--- src/rtl/tlut_pkg.sv ---
// Shared types, width helpers and the lane-max reduction for the temporal-LUT dot engine.
package tlut_pkg;

   typedef enum logic [1:0] {IDLE, RUN, ACC, OUT} state_t;

   function automatic int unsigned prod_w(input int unsigned iw, input int unsigned ww);
      return iw + ww;
   endfunction

   function automatic int unsigned acc_w(input int unsigned iw, input int unsigned ww,
                                         input int unsigned mb);
      return iw + ww + $clog2(mb);
   endfunction

   localparam int unsigned PROD_W = prod_w(4, 4);
   localparam int unsigned ACC_W  = acc_w(4, 4, 16);

   // Reduction operates on a fixed-size padded vector; lanes beyond DIM_A are zero.
   localparam int unsigned MAX_LANES = 16;
   localparam int unsigned MAX_VAL_W = 16;

   function automatic logic [MAX_VAL_W-1:0] max_of(
      input logic [MAX_LANES-1:0][MAX_VAL_W-1:0] v);
      logic [MAX_VAL_W-1:0] m;
      m = '0;
      for (int i = 0; i < MAX_LANES; i++) begin
         if (v[i] > m) m = v[i];
      end
      return m;
   endfunction

endpackage

--- src/rtl/tlut_dot_engine_if.sv ---
// Operand-beat and result handshake bundle for the temporal-LUT dot engine.
interface tlut_dot_engine_if #(
   parameter int unsigned DIM_A        = 4,
   parameter int unsigned DIM_C        = 4,
   parameter int unsigned INPUT_WIDTH  = 4,
   parameter int unsigned WEIGHT_WIDTH = 4,
   parameter int unsigned ACC_W        = tlut_pkg::ACC_W
);
   logic                                       in_valid;
   logic                                       in_ready;
   logic                                       in_last;
   logic [DIM_A-1:0][INPUT_WIDTH-1:0]          input_bin;
   logic [DIM_C-1:0][WEIGHT_WIDTH-1:0]         weight_bin;
   logic                                       out_valid;
   logic                                       out_ready;
   logic [DIM_C-1:0][DIM_A-1:0][ACC_W-1:0]     out_acc;
   logic                                       busy;

   modport master (
      output in_valid, in_last, input_bin, weight_bin, out_ready,
      input  in_ready, out_valid, out_acc, busy
   );

   modport slave (
      input  in_valid, in_last, input_bin, weight_bin, out_ready,
      output in_ready, out_valid, out_acc, busy
   );
endinterface

--- src/rtl/tlut_lane_mul.sv ---
// One temporal multiply cell: captures the running weight sum while the input's unary bit is high.
module tlut_lane_mul #(
   parameter int unsigned INPUT_WIDTH = 4,
   parameter int unsigned PROD_W      = 8
) (
   input  logic                   clk,
   input  logic                   rst_n,
   input  logic                   clear,
   input  logic                   run,
   input  logic [INPUT_WIDTH-1:0] x,
   input  logic [INPUT_WIDTH-1:0] t,
   input  logic [PROD_W-1:0]      sum,
   output logic [PROD_W-1:0]      prod
);

   logic latch_en_c;

   assign latch_en_c = run && (x > t);

   always_ff @(posedge clk or negedge rst_n) begin
      if (!rst_n) begin
         prod <= '0;
      end else if (clear) begin
         prod <= '0;
      end else if (latch_en_c) begin
         prod <= sum;
      end
   end

endmodule

--- src/rtl/tlut_dot_engine.sv ---
// Temporal-LUT SIMD dot-product engine: unary-stream multiply per beat, multi-beat accumulation,
// result handed off through a valid/ready output.
module tlut_dot_engine
   import tlut_pkg::*;
#(
   parameter int unsigned DIM_A        = 4,
   parameter int unsigned DIM_C        = 4,
   parameter int unsigned INPUT_WIDTH  = 4,
   parameter int unsigned WEIGHT_WIDTH = 4,
   parameter int unsigned SIGNED_W     = 0,
   parameter int unsigned MAX_BEATS    = 16
) (
   input  logic              clk,
   input  logic              rst_n,
   tlut_dot_engine_if.slave  bus
);

   localparam int unsigned PW = prod_w(INPUT_WIDTH, WEIGHT_WIDTH);
   localparam int unsigned AW = acc_w(INPUT_WIDTH, WEIGHT_WIDTH, MAX_BEATS);

   state_t                                 state;
   logic                                   in_ready_r;
   logic                                   out_valid_r;
   logic                                   busy_r;
   logic [DIM_A-1:0][INPUT_WIDTH-1:0]      x_r;
   logic [DIM_C-1:0][WEIGHT_WIDTH-1:0]     w_r;
   logic                                   last_r;
   logic [INPUT_WIDTH-1:0]                 max_r;
   logic [INPUT_WIDTH-1:0]                 t;
   logic [DIM_C-1:0][PW-1:0]               wacc;
   logic [DIM_C-1:0][PW-1:0]               w_ext;
   logic [DIM_C-1:0][PW-1:0]               wsum;
   logic [DIM_C-1:0][DIM_A-1:0][PW-1:0]    prod;
   logic [DIM_C-1:0][DIM_A-1:0][AW-1:0]    prod_ext;
   logic [DIM_C-1:0][DIM_A-1:0][AW-1:0]    acc;
   logic [MAX_LANES-1:0][MAX_VAL_W-1:0]    pad_in;
   logic [INPUT_WIDTH-1:0]                 max_in_c;
   logic                                   accept_c;
   logic                                   run_c;

   assign bus.in_ready  = in_ready_r;
   assign bus.out_valid = out_valid_r;
   assign bus.busy      = busy_r;
   assign bus.out_acc   = acc;

   // Beat length is the largest input across lanes.
   always_comb begin
      pad_in = '0;
      for (int i = 0; i < int'(DIM_A); i++) begin
         pad_in[i] = MAX_VAL_W'(bus.input_bin[i]);
      end
   end

   assign max_in_c = INPUT_WIDTH'(max_of(pad_in));
   assign accept_c = bus.in_valid && in_ready_r;
   assign run_c    = (state == RUN);

   for (genvar j = 0; j < int'(DIM_C); j++) begin : g_row
      if (SIGNED_W != 0) begin : g_sgn
         assign w_ext[j] = PW'($signed(w_r[j]));
         for (genvar i = 0; i < int'(DIM_A); i++) begin : g_ext
            assign prod_ext[j][i] = AW'($signed(prod[j][i]));
         end
      end else begin : g_uns
         assign w_ext[j] = PW'(w_r[j]);
         for (genvar i = 0; i < int'(DIM_A); i++) begin : g_ext
            assign prod_ext[j][i] = AW'(prod[j][i]);
         end
      end

      assign wsum[j] = wacc[j] + w_ext[j];

      for (genvar i = 0; i < int'(DIM_A); i++) begin : g_col
         tlut_lane_mul #(
            .INPUT_WIDTH (INPUT_WIDTH),
            .PROD_W      (PW)
         ) u_mul (
            .clk   (clk),
            .rst_n (rst_n),
            .clear (accept_c),
            .run   (run_c),
            .x     (x_r[i]),
            .t     (t),
            .sum   (wsum[j]),
            .prod  (prod[j][i])
         );
      end
   end

   // Control FSM, ramp counter, weight accumulators and dot-product accumulators.
   always_ff @(posedge clk or negedge rst_n) begin
      if (!rst_n) begin
         state       <= IDLE;
         in_ready_r  <= 1'b1;
         out_valid_r <= 1'b0;
         busy_r      <= 1'b0;
         x_r         <= '0;
         w_r         <= '0;
         last_r      <= 1'b0;
         max_r       <= '0;
         t           <= '0;
         wacc        <= '0;
         acc         <= '0;
      end else begin
         case (state)
            IDLE: begin
               if (accept_c) begin
                  x_r        <= bus.input_bin;
                  w_r        <= bus.weight_bin;
                  last_r     <= bus.in_last;
                  max_r      <= max_in_c;
                  t          <= '0;
                  wacc       <= '0;
                  in_ready_r <= 1'b0;
                  busy_r     <= 1'b1;
                  state      <= (max_in_c != '0) ? RUN : ACC;
               end
            end
            RUN: begin
               wacc <= wsum;
               t    <= t + INPUT_WIDTH'(1);
               if (t == max_r - INPUT_WIDTH'(1)) state <= ACC;
            end
            ACC: begin
               for (int j = 0; j < int'(DIM_C); j++) begin
                  for (int i = 0; i < int'(DIM_A); i++) begin
                     acc[j][i] <= acc[j][i] + prod_ext[j][i];
                  end
               end
               if (last_r) begin
                  out_valid_r <= 1'b1;
                  state       <= OUT;
               end else begin
                  in_ready_r <= 1'b1;
                  busy_r     <= 1'b0;
                  state      <= IDLE;
               end
            end
            OUT: begin
               if (bus.out_ready) begin
                  acc         <= '0;
                  out_valid_r <= 1'b0;
                  in_ready_r  <= 1'b1;
                  busy_r      <= 1'b0;
                  state       <= IDLE;
               end
            end
            default: state <= IDLE;
         endcase
      end
   end

endmodule

--- src/flat_wrapper.sv ---
// flat-port wrapper written by rule: the top's interface ports become plain ports
module tlut_dot_engine_flat import tlut_pkg::*;
#(
   parameter int unsigned DIM_A        = 4,
   parameter int unsigned DIM_C        = 4,
   parameter int unsigned INPUT_WIDTH  = 4,
   parameter int unsigned WEIGHT_WIDTH = 4,
   parameter int unsigned SIGNED_W     = 0,
   parameter int unsigned MAX_BEATS    = 16
)
  (clk, rst_n, bus_in_valid, bus_in_last, bus_input_bin, bus_weight_bin, bus_out_ready, bus_in_ready, bus_out_valid, bus_out_acc, bus_busy);
  tlut_dot_engine_if #(.DIM_A(DIM_A), .DIM_C(DIM_C), .INPUT_WIDTH(INPUT_WIDTH), .WEIGHT_WIDTH(WEIGHT_WIDTH), .ACC_W((tlut_pkg::ACC_W))) bus_i ();
  input  logic clk;
  input  logic rst_n;
  input wire logic [$bits(bus_i.in_valid)-1:0] bus_in_valid;
  input wire logic [$bits(bus_i.in_last)-1:0] bus_in_last;
  input wire logic [$bits(bus_i.input_bin)-1:0] bus_input_bin;
  input wire logic [$bits(bus_i.weight_bin)-1:0] bus_weight_bin;
  input wire logic [$bits(bus_i.out_ready)-1:0] bus_out_ready;
  output wire logic [$bits(bus_i.in_ready)-1:0] bus_in_ready;
  output wire logic [$bits(bus_i.out_valid)-1:0] bus_out_valid;
  output wire logic [$bits(bus_i.out_acc)-1:0] bus_out_acc;
  output wire logic [$bits(bus_i.busy)-1:0] bus_busy;
  assign bus_i.in_valid = bus_in_valid;
  assign bus_i.in_last = bus_in_last;
  assign bus_i.input_bin = bus_input_bin;
  assign bus_i.weight_bin = bus_weight_bin;
  assign bus_i.out_ready = bus_out_ready;
  assign bus_in_ready = bus_i.in_ready;
  assign bus_out_valid = bus_i.out_valid;
  assign bus_out_acc = bus_i.out_acc;
  assign bus_busy = bus_i.busy;
  tlut_dot_engine #(.DIM_A(DIM_A), .DIM_C(DIM_C), .INPUT_WIDTH(INPUT_WIDTH), .WEIGHT_WIDTH(WEIGHT_WIDTH), .SIGNED_W(SIGNED_W), .MAX_BEATS(MAX_BEATS)) u_core (.clk(clk), .rst_n(rst_n), .bus(bus_i));
endmodule
--- config.mk ---
export PLATFORM = sky130hd
export DESIGN_NAME = tlut_dot_engine_flat
export DESIGN_NICKNAME = d
export VERILOG_FILES = /design/src/rtl/tlut_pkg.sv /design/src/rtl/tlut_dot_engine_if.sv /design/src/rtl/tlut_lane_mul.sv /design/src/rtl/tlut_dot_engine.sv /design/src/flat_wrapper.sv
export SDC_FILE = /design/constraint.sdc
export NUM_CORES = 1
export LEC_CHECK = 0
export BUFFER_PORTS_ARGS = -buffer_cell sky130_fd_sc_hd__buf_4
export CORE_MARGIN = 4
export CORE_UTILIZATION = 64
export DETAILED_ROUTE_END_ITERATION = 10
export PLACE_DENSITY_LB_ADDON = 0.12
export SYNTH_ARGS = -nofsm -noshare
export SYNTH_HDL_FRONTEND = slang
export SYNTH_SLANG_ARGS = --single-unit
export TNS_END_PERCENT = 30
--- constraint.sdc ---
create_clock -name clk -period 5.45 [get_ports clk]
set_input_delay 0.8175 -clock clk [delete_from_list [all_inputs] [get_ports clk]]
set_output_delay 0.8175 -clock clk [all_outputs]
set_load 0.05 [all_outputs]
# Word-level counts from Yosys, hierarchy flattened
# Index checks and enable logic that the tools add are counted.
# W data, S select, Z words.
dict set report totals {
  ff_bits 398
  input_bits 37
  word_cells 192
}
dict set report op_classes {
  addsub 22
  n_lt_le_gt_ge 20
  n_eq_ne 9
  muxes 70
  reduce_logical 20
}
# op n
set ops {}
lappend ops {{$pmux W192 S2} 1}
lappend ops {{$mux W8} 32}
lappend ops {{$add A12 B8 Y12} 16}
lappend ops {{$mux W192} 1}
lappend ops {{$mux W4} 17}
lappend ops {{$pmux W32 S2} 1}
lappend ops {{$gt A1 B4 Y1 const A} 12}
lappend ops {{$add A8 B4 Y8} 4}
lappend ops {{$mux W32} 1}
lappend ops {{$gt A4 B4 Y1} 7}
lappend ops {{$reduce_bool A2 Y1} 6}
lappend ops {{$mux W2} 5}
lappend ops {{$pmux W2 S4} 1}
lappend ops {{$pmux W4 S2} 1}
lappend ops {{$mux W1} 7}
lappend ops {{$ne A2 B1 Y1 const B} 3}
lappend ops {{$pmux W1 S3} 2}
lappend ops {{$reduce_and A2 Y1} 3}
lappend ops {{$reduce_and A3 Y1} 2}
lappend ops {{$logic_and A1 B1 Y1} 5}
lappend ops {{$add A4 B1 Y4 const B} 1}
lappend ops {{$eq A2 B2 Y1 const B} 2}
lappend ops {{$eq A4 B4 Y1} 1}
lappend ops {{$gt A4 B1 Y1 const B} 1}
lappend ops {{8 further kinds} 9}

# Longest topological paths before layout
dict set report depth {
  depth_word 36
  mapped_depth 27
  mapped_depth_nobuf 26
}

# By module
# A second synthesis with hierarchy kept.
dict set report unflattened {
  hier_cells 2522
  hier_area_um2 24481.0
}
# module instances cells_per_inst area_per_inst_um2 seq_area_each_um2
set modules_own_cells {}
lappend modules_own_cells {tlut_dot_engine 1 1770 16453.3 6757.7}
lappend modules_own_cells {tlut_lane_mul 16 47 501.7 200.2}

# Least setup slack after synthesis
# Ideal clock, no wire load.
dict set report synth_path {
  path_type {input to register}
  startpoint {input bus_input_bin[3]}
  endpoint {register u_core.state[1]}
  setup_time_ps 65
  arrival_time_ps 5131
  setup_slack_ps 254
  stages 24
  path_buffers 1
  cell_sequence {inv_1 -> ha_1 -> and4_2 -> a21oi_4 -> nand2_1 -> o21ai_0 -> inv_1 -> ha_1 -> a21oi_1 -> a31oi_1 -> a21oi_1 -> a21bo_1 -> or2_1 -> buf_6 -> o21ai_2 -> inv_1 -> ha_1 -> o21a_1 -> o21a_1 -> o21ai_4 -> mux2_2 -> a211o_1 -> a2111oi_2 -> or2_1}
}
dict set report synth_between {
  elab_chain_len 36
}
# element line
set synth_lines {}
lappend synth_lines {{start, declared} flat_wrapper.sv:17} ;# input wire logic [$bits(bus_i.input_bin)-1:0] bus_input_bin;
lappend synth_lines {{$gt A4 B1 Y1} tlut_pkg.sv:27} ;# if (v[i] > m) m = v[i];
lappend synth_lines {{$mux W4 *} tlut_pkg.sv:27}
lappend synth_lines {{$gt A4 B4 Y1} tlut_pkg.sv:27}
lappend synth_lines {{$mux W4 *} tlut_pkg.sv:27}
lappend synth_lines {{$gt A4 B4 Y1} tlut_pkg.sv:27}
lappend synth_lines {{$mux W4 *} tlut_pkg.sv:27}
lappend synth_lines {{$gt A4 B4 Y1} tlut_pkg.sv:27}
lappend synth_lines {{$mux W4 *} tlut_pkg.sv:27}
lappend synth_lines {{[20 not listed]} --}
lappend synth_lines {{$gt A1 B4 Y1} tlut_pkg.sv:27}
lappend synth_lines {{$mux W4 *} tlut_pkg.sv:27}
lappend synth_lines {{$gt A1 B4 Y1} tlut_pkg.sv:27}
lappend synth_lines {{$mux W4 *} tlut_pkg.sv:27}
lappend synth_lines {{$reduce_bool A4 Y1 *} tlut_dot_engine.sv:116} ;# state <= (max_in_c != '0) ? RUN : ACC;
lappend synth_lines {{$mux W2 *} tlut_dot_engine.sv:116}
lappend synth_lines {{$mux W2 *} tlut_dot_engine.sv:107} ;# if (accept_c) begin
lappend synth_lines {{$pmux W2 S4 *} tlut_dot_engine.sv:105} ;# case (state)
lappend synth_lines {{end signal, assigned} tlut_dot_engine.sv:116}
lappend synth_lines {{end, declared} tlut_dot_engine.sv:21} ;# state_t state;
# Mark *: on every way between the ends. The rest lies on a longest branch, timed or not. The select of a mux whose other input is x is not followed.
# A chain may end at the register's enable or synchronous reset.

# Final worst setup path
dict set report layout_path {
  startpoint {input bus_input_bin[1]}
  endpoint {register u_core.state[1]}
}
# Same word-level chain as after synthesis.

==> qor.csv <==
metric,value,unit
antenna_found_initial,0,
io_pins,232,
cts_buffers,43,
drive_gt1_frac,0.1353,
first_pass_iters,5,
cts_hold_buf,0,
path_class,in2reg,
crit_path_cell_trace,buf_4 -> inv_1 -> ha_1 -> nor2b_4 -> o211ai_2 -> a21oi_4 -> o21ai_0 -> inv_1 -> ha_1 -> a21oi_1 -> a31oi_1 -> a21oi_1 -> a21bo_1 -> or2_1 -> o21ai_2 -> inv_1 -> ha_1 -> o21a_1 -> o21a_1 -> o21ai_4 -> mux2_2 -> a211o_1 -> a2111oi_2 -> or2_1,
power_density,611.8,nW/um2
r2r-start,u_core.state[0]$_DFFE_PN0P_,
async_flop_share,1.000,
dp_cells,2888,
synth.area.top_cells,"dfrtp_1, ha_1, nand2_1",
finalNonFillerCells,2961,
layout_common_cells,"nand2_1, dfrtp_1, o21ai_0",
placed_cell_area,23810,um2
antenna_left,0,
drc,0,
synth_seq_cells,398,
syn-num-nets,2517,
hold_viol,0,
synth-edff-count,0,
startpoint,bus_input_bin[1],
start_util,0.6472,
cts_resized,0,
end_kind,flop,
cp.arrival,5600,ps
port_buffers,231,
vias_per_cell,6.226,
synth.largest_area_cell,dfrtp_1,
synth_ff_type,dfrtp_1,
clock-sinks,398,
area_growth,15.95,%
cts_tree,yes,
core_area,33450,um2
slowest_stage,mux2_2,
fill_cells,2387,
synth.avg_cell_area,9.466,um2
min_period,5124,ps
place_ws,-166.0,ps
final_common_cell,nand2_1,
timing.hold.ws,263.9,ps
grt_pass1_vias,18219,
cts_buffer_depth,3,
vdd_ir_drop_max,0.6283,mV
vias,18436,
grt_max_degree,161,
final_area,25100,um2
drv_slew,0,
min_period_over_period,0.9401,
post-cts-setup-buffer-count,0,
status,"complete, no violations",
cap_violations,0,
wl_per_cell,20.46,um
rsz0062_at_grt,false,
grt_pass1_wl,96380,um
max_slew_margin,0.1332,
num_antenna_cells,0,
crit_required,5930,ps
cp_slowest_stage_delay,370,ps
worst_slew_pin_slew,1291,ps
die-area,36830,um2
place_hpwl,40910,um
place_congestion,0.9001,
p_leak,12.69,nW
crit_family,compound AO/OA/AOI/OAI gates,
path_buf_inv,4,
synthCells,2287,
crit_fanout,6,
synth_area,21650,um2
track_usage,0.3260,
cts-root-buf,clkbuf_16,
synth_top_area_share,0.4589,
die_h,191.9,um
nets,2715,
routed_wl,60590,um
synth_warnings,0,
path_clk_slew,60,ps
setup_viol,0,
clk_latency,540,ps
start_kind,input port,
fmax,195.2,MHz
rows,67,
finalClockSkew,18.43,ps
grt_overflow,0,
drtIter0Drc,1521,
setup_slack,326.4,ps
ys_types,54,
die_x,191.9,um
hold_path_class,in2async,
synth_seq_area_share,0.4601,
htreeDepth,2,
through the flow:
step	util	total power, mW	TNS [ps]
final	0.7505	15.36	0
after global routing	0.7505	16.25	0
after CTS	0.7505	15.32	0
after detailed placement	0.7119	12.51	-310.7
after global placement	0.7119	12.15	0
after floorplan	-	9.996	0
sequential cells by signal, indices dropped and copies added (netlist names):
name,flops
u_core.bus.out_valid,1
u_core.max_r,4
u_core.bus.in_ready,1
u_core.state,2
u_core.t,4
u_core.g_row.g_col.u_mul.prod,128
u_core.wacc,32
u_core.x_r,16
u_core.w_ext,16
u_core.last_r,1
u_core.bus.out_acc,192
u_core.bus.busy,1
logic make-up after synthesis:
family / synth area share
flops: 0.4601
fa+ha+maj: 0.1185
xor+xnor: 0.05138
mux: 0.01092
simple gates: 0.1268
compound gates: 0.2036
buf+inv: 0.02873
cell type report:
type	instances	area (um2)	share of cell area
multi-input combinational	1726	11110	0.4424
sequential	398	9961	0.3968
timing repair buffer	257	1962	0.07816
clock buffer	66	1252	0.04990
tap	448	560.5	0.02233
inverter	59	221.5	0.008823
clock inverter	7	38.79	0.001545
path summary, 6_finish.rpt:
check                                                                endpoint  slack, ps  cells after the start
max in group asynchronous                         u_core.wacc[30]$_DFFE_PN0P_       3630                      2
max                                               u_core.state[1]$_DFFE_PN0P_        330                     24
max reg2reg                u_core.g_row[1].g_col[3].u_mul.prod[6]$_DFFE_PN0P_       2230                      7
min in group clk                                 u_core.w_ext[10]$_DFFE_PN0P_        460                      3
min                                       u_core.bus.out_acc[144]$_DFFE_PN0P_        260                      1
min reg2reg                                         u_core.x_r[5]$_DFFE_PN0P_        490                      2
cells in the mapped netlist, types with 32 or more instances:
| master | count |
|---|---|
| nand2_1 | 455 |
| dfrtp_1 | 397 |
| o21ai_0 | 259 |
| ha_1 | 173 |
| a21oi_1 | 155 |
| xnor2_1 | 107 |
| clkbuf_1 | 96 |
| nor2_1 | 92 |
| a21o_1 | 81 |
| inv_1 | 59 |
| nand3_1 | 58 |
| o21bai_1 | 55 |
| a31oi_1 | 35 |
| a22o_1 | 32 |
where the power goes:
part	switching (mW)	leakage [nW]	internal, mW
clock network	1.17	0.639	1.57
registers	0.881	5.35	3.85
logic	5.37	6.70	2.52
routing by layer:
| metal | vias to the layer above | routed length, um | GRT usage |
|---|---|---|---|
| met5 | - | 0 | 0 |
| met1 | 9105 | 25110 | 0.4546 |
| met2 | 764 | 28610 | 0.5272 |
| li1 | 8443 | - | - |
| met3 | 124 | 4821 | 0.05307 |
| met4 | 0 | 2045 | 0.1061 |
worst register-to-register path, cell delays in order (launching register included):
cell and delay (ps):
dfrtp_1 560, inv_1 250, nor2_2 150, buf_4 380
o221a_2 950, nor2_1 510, nand2_1 170, o21ai_0 90
(Power assumes the default switching activity.)
